`src/rtl/pattern_sched_pkg.sv`:
```
// Shared types and default sizes for the frame-synchronous pattern scheduler.
package pattern_sched_pkg;

  localparam int unsigned NUM_PATTERNS_DEF = 8;
  localparam int unsigned DWELL_W_DEF      = 10;

  typedef enum logic [1:0] {
    S_MANUAL = 2'd0,
    S_RUN    = 2'd1,
    S_HOLD   = 2'd2
  } state_e;

  typedef enum logic [1:0] {
    REQ_NONE = 2'b00,
    REQ_NEXT = 2'b01,
    REQ_PREV = 2'b10
  } req_e;

endpackage

```
`src/rtl/vsync_edge_det.sv`:
```
// Vsync rising-edge detector; history resets to 11 so a vsync already high
// at reset release is not mistaken for a new frame boundary.
module vsync_edge_det (
  input  logic iclk,
  input  logic irst,
  input  logic ivsync,
  output logic oFrameBoundary
);

  logic [1:0] sr_q;

  always_ff @(posedge iclk) begin
    if (!irst) begin
      sr_q <= 2'b11;
    end else begin
      sr_q <= {sr_q[0], ivsync};
    end
  end

  assign oFrameBoundary = (sr_q == 2'b01);

endmodule

```
`src/rtl/pattern_scheduler.sv`:
```
// Frame-locked test-pattern selector: auto-advance with dwell, hold, and
// manual next/prev stepping, all applied only on a vsync rising edge.
module pattern_scheduler
  import pattern_sched_pkg::*;
#(
  parameter int unsigned NUM_PATTERNS = NUM_PATTERNS_DEF,
  parameter int unsigned DWELL_W      = DWELL_W_DEF,
  // Derived; leave at default.
  parameter int unsigned PAT_W        = $clog2(NUM_PATTERNS)
) (
  input  logic               iclk,
  input  logic               irst,
  input  logic               ivsync,
  input  logic               iauto,
  input  logic               ihold,
  input  logic               inext,
  input  logic               iprev,
  input  logic [DWELL_W-1:0] idwell,
  output logic [PAT_W-1:0]   oPattern,
  output logic               oFrameStart,
  output logic [DWELL_W-1:0] oDwellCnt,
  output logic               oPending
);

  localparam logic [PAT_W-1:0]   LastPat = PAT_W'(NUM_PATTERNS - 1);
  localparam logic [DWELL_W-1:0] CntMax  = '1;

  logic fb;

  vsync_edge_det u_edge_det (
    .iclk           (iclk),
    .irst           (irst),
    .ivsync         (ivsync),
    .oFrameBoundary (fb)
  );

  state_e             state_q, state_d;
  req_e               pend_q, pend_d;
  logic [PAT_W-1:0]   pat_q, pat_d;
  logic [DWELL_W-1:0] cnt_q, cnt_d;
  logic               fs_q, fs_d;

  req_e               req_in, req_eff;
  logic [PAT_W-1:0]   pat_next, pat_prev;
  logic [DWELL_W-1:0] dwell_last;

  // Simultaneous next+prev cancels out and leaves the latch untouched.
  always_comb begin
    req_in = REQ_NONE;
    if (inext && !iprev) begin
      req_in = REQ_NEXT;
    end else if (iprev && !inext) begin
      req_in = REQ_PREV;
    end
  end

  assign req_eff    = (req_in != REQ_NONE) ? req_in : pend_q;
  assign pat_next   = (pat_q == LastPat) ? '0 : pat_q + PAT_W'(1);
  assign pat_prev   = (pat_q == '0) ? LastPat : pat_q - PAT_W'(1);
  assign dwell_last = (idwell == '0) ? '0 : idwell - DWELL_W'(1);

  always_comb begin
    state_d = state_q;
    pend_d  = pend_q;
    pat_d   = pat_q;
    cnt_d   = cnt_q;
    fs_d    = fb;

    if (!fb) begin
      if (req_in != REQ_NONE) begin
        pend_d = req_in;
      end
    end else begin
      if (!iauto) begin
        state_d = S_MANUAL;
      end else if (ihold) begin
        state_d = S_HOLD;
      end else begin
        state_d = S_RUN;
      end
      pend_d = REQ_NONE;

      // Manual steps win in every mode; otherwise the mode of the ending frame decides.
      if (req_eff == REQ_NEXT) begin
        pat_d = pat_next;
        cnt_d = '0;
      end else if (req_eff == REQ_PREV) begin
        pat_d = pat_prev;
        cnt_d = '0;
      end else begin
        case (state_q)
          S_RUN: begin
            if (cnt_q >= dwell_last) begin
              pat_d = pat_next;
              cnt_d = '0;
            end else begin
              cnt_d = cnt_q + DWELL_W'(1);
            end
          end
          S_HOLD: begin
            cnt_d = cnt_q;
          end
          default: begin
            if (cnt_q != CntMax) begin
              cnt_d = cnt_q + DWELL_W'(1);
            end
          end
        endcase
      end
    end
  end

  always_ff @(posedge iclk) begin
    if (!irst) begin
      state_q <= S_MANUAL;
      pend_q  <= REQ_NONE;
      pat_q   <= '0;
      cnt_q   <= '0;
      fs_q    <= 1'b0;
    end else begin
      state_q <= state_d;
      pend_q  <= pend_d;
      pat_q   <= pat_d;
      cnt_q   <= cnt_d;
      fs_q    <= fs_d;
    end
  end

  assign oPattern    = pat_q;
  assign oFrameStart = fs_q;
  assign oDwellCnt   = cnt_q;
  assign oPending    = (pend_q != REQ_NONE);

endmodule

```
`config.mk`:
```
export PLATFORM = sky130hd
export DESIGN_NAME = pattern_scheduler
export DESIGN_NICKNAME = d
export VERILOG_FILES = /design/src/rtl/pattern_sched_pkg.sv /design/src/rtl/vsync_edge_det.sv /design/src/rtl/pattern_scheduler.sv
export SDC_FILE = /design/constraint.sdc
export NUM_CORES = 1
export LEC_CHECK = 0
export ABC_AREA = 1
export CORE_MARGIN = 3
export CORE_UTILIZATION = 29
export DETAILED_ROUTE_END_ITERATION = 10
export PLACE_DENSITY = 0.59
export SYNTH_ARGS = -nofsm -noshare
export SYNTH_HDL_FRONTEND = slang
export SYNTH_SLANG_ARGS = --single-unit
```
`constraint.sdc`:
```
create_clock -name iclk -period 3.5 [get_ports iclk]
set_input_delay 0.7 -clock iclk [delete_from_list [all_inputs] [get_ports iclk]]
set_output_delay 0.7 -clock iclk [all_outputs]
set_load 0.02 [all_outputs]
```
==> metrics <==
f_max 322 MHz; port buffer count 31; Hold Path Sink u_edge_det.sr_q[1]; Critical Path RT ~3.7 ns; Logic pwr share between 20% and 30%; Worst R2R End oDwellCnt[4]; worst hold path type reg2reg; max_cap viols 0; DIE WIDTH roughly 80 um; Register-to-Register Path Depth 12; Synthesized Nets between 300 and 400; CTS root buf clkbuf_8; design area around 2100 um2; hold path startpoint u_edge_det.sr_q[0]; Top Ports 32; CP Launch Point idwell[5]; Post-Route WL between 3 and 4 mm; most frequent cells in the layout nand2_1 (68), inv_1 (48), nor2_1 (36), clkdlybuf4s50_1 (31), ha_1 (21); Pre-antenna DRT Iters 4; drt drc 0; Area after DPL a little over 2000 um2; final hold vios 0; WHS Path Cells 2; Die ar. around 6700 um2; Syn Area/Cell 6.24 um2; Sw Ratio 28.8%; part of the Yosys area used for sequential elements a little under a quarter; critical path startpoint category input pin; crit path DAT between 3 and 4 ns; leakage 1.06 nW; Synth Instances 268; hold_buf cts 0; Chip Height around 82 um; Clock Pin Slew Worst Setup and Hold Paths 0.07 ns; number of routed nets with antenna violations 0; clock power share between 30% and 40%; switching pwr 0.000160 W; CP Capture Type flop; period utilization between 80% and 90%; Skew-Pair Late Insertion Delay around 0.26 ns; CTS tree done; core region area around 5500 um2; vias in the first global route approximately 1400; crit path max fanout 6; Vias/cell 4.40; gr ovfl total 0; Via Count around 1600; first-pass GRT wire length ~6.1 mm; Slew headroom ~72%; Initial DRC Count 46; YS warnings 0; cell internal pwr around 0.00039 W; routed len/inst 9.92 um; FF-to-FF Start oDwellCnt[1]; initial core utilization a little under a third; Worst-Margin Slew 0.424 ns; part of the power in registers a little over two fifths; layout cells sized above 1 about 6.0%; placed insts roughly 370; Worst Clk Skew approximately 0.0022 ns; commonest non-fill, non-tap cell in the layout nand2_1; Setup Viol. Count Final 0; Synth cell types 22; R2R Setup Slk between 1.5 and 2 ns; initial antenna violation count 0; Final Slew Violations 0; CP Class in2reg; # clock sinks 20; Final TNS setup 0 ns; Cell Rows 27; final setup margin 0.393 ns; largest net degree at the start of global routing 20; fillers around 600; area grow syn2layout 26.6%; Power Density 261 nW/um2; CTS buffer count 3; maximum vdd drop 0.000131 V; # diodes 0; Placement Setup Slack 0.0431 ns; fin cells between 300 and 400; post-layout minimum cycle time 3.11 ns; Mapped Area between 1500 and 2000 um2; H-tree levels 1; GPL Wtd Cong ~0.8; layout net count around 340; status completed; GRT Overall Usage between 10 and 15%; Bufs on Longest Clock Path 2; HPWL after DPL between 2 and 3 mm; #FFs+latches synth 20
per-layer routing:
metal | GRT usage, % | share of wire, % | vias to the layer above
met2 | 18.1 | 43 | 33
met1 | 15.6 | 52 | 697
li1 | - | - | 909
met3 | 0.987 | 4.1 | 5
met5 | 0 | 0 | -
met4 | 4.49 | 1.5 | 0
cell usage after synthesis:
cell type / n / area share [%]
inv_1: 48 / 11
nor4_1: 1 / 0.37
nand2_1: 68 / 15
xor2_1: 2 / 1.0
or2_2: 5 / 1.9
dfxtp_1: 20 / 24
nand2_2: 4 / 1.5
o2bb2ai_1: 1 / 0.52
nand3_1: 20 / 6.0
nor3_1: 4 / 1.2
ha_1: 21 / 16
a21oi_1: 8 / 2.4
clkbuf_1: 1 / 0.22
a21o_1: 1 / 0.45
xnor2_1: 1 / 0.52
nor2_2: 3 / 1.1
nor2_1: 36 / 8.1
o21ai_0: 10 / 3.0
nand4_1: 9 / 3.4
nand3b_1: 2 / 0.90
buf_6: 2 / 1.3
o211ai_1: 1 / 0.45
power groups by stage:
stage	combinational, W	sequential [W]	clock, W
global route	0.000153	0.000239	0.000194
finish	0.000135	0.000238	0.000181
CTS	0.000137	0.000238	0.000187
detailed placement	0.000136	0.000243	0
global placement	0.000135	0.000243	0
floorplan	0.0000835	0.000246	0
layout make-up:
class                      count  area (um2)  share of cell area (%)
clock buffer                   4        55.1                    2.60
inverter                      48         180                    8.51
multi-input combinational    197        1070                    50.4
sequential                    20         400                    18.9
tap                           72        90.1                    4.26
timing repair buffer          33         325                    15.4
stage by stage:
stage                     util, %  hold WS (ns)  total power (W)
after global placement       37.1         0.408         0.000378
after detailed placement     37.1         0.422         0.000379
after global routing         38.2         0.462         0.000586
after CTS                    38.1         0.434         0.000561
after floorplan                 -         0.402         0.000329
final                        38.2         0.430         0.000553
logic make-up (layout without fill, tap and decap cells):
logic type	after synthesis	count (layout)	share of synthesized area [%]
AO/OA/AOI/OAI	21	21	6.81
buffers and inverters	51	85	12.3
AND/OR/NAND/NOR	152	152	39.6
XOR/XNOR	3	3	1.57
flip-flops	20	20	23.9
adder cells (fa/ha/maj)	21	21	15.7
critical path, cell delays in order:
cell	delay, ns
clkdlybuf4s50_1	0.47
nor2_1	0.16
inv_1	0.07
nor3_1	0.29
nand4_1	0.17
buf_4	0.19
nand3_1	0.08
ha_1	0.24
a21o_1	0.18
nor2_1	0.16
nand3_1	0.10
nand2_1	0.13
nand2_1	0.07
nand2_1	0.09
nand2_2	0.09
nor2_1	0.12
state kept, by name (all words and copies together) (netlist names):
register	flops
oPattern	3
pend_q	2
oFrameStart	1
oDwellCnt	10
u_edge_det.sr_q	2
state_q	2
repair_timing:
action	in CTS	in global routing
resized for setup	0	0
setup endpoints to repair	0	13
setup buffers	0	1
how the worst max path moves through the flow:
stage	slack, ns	endpoint	depth (start not counted)
floorplan	0.86	oDwellCnt[0]	19
global placement	0.14	oDwellCnt[2]	20
detailed placement	0.04	oDwellCnt[1]	20
CTS	0.32	oDwellCnt[1]	20
global route	-0.0001	oPattern[0]	19
finish	0.39	oDwellCnt[1]	16
(Power assumes the default switching activity.)
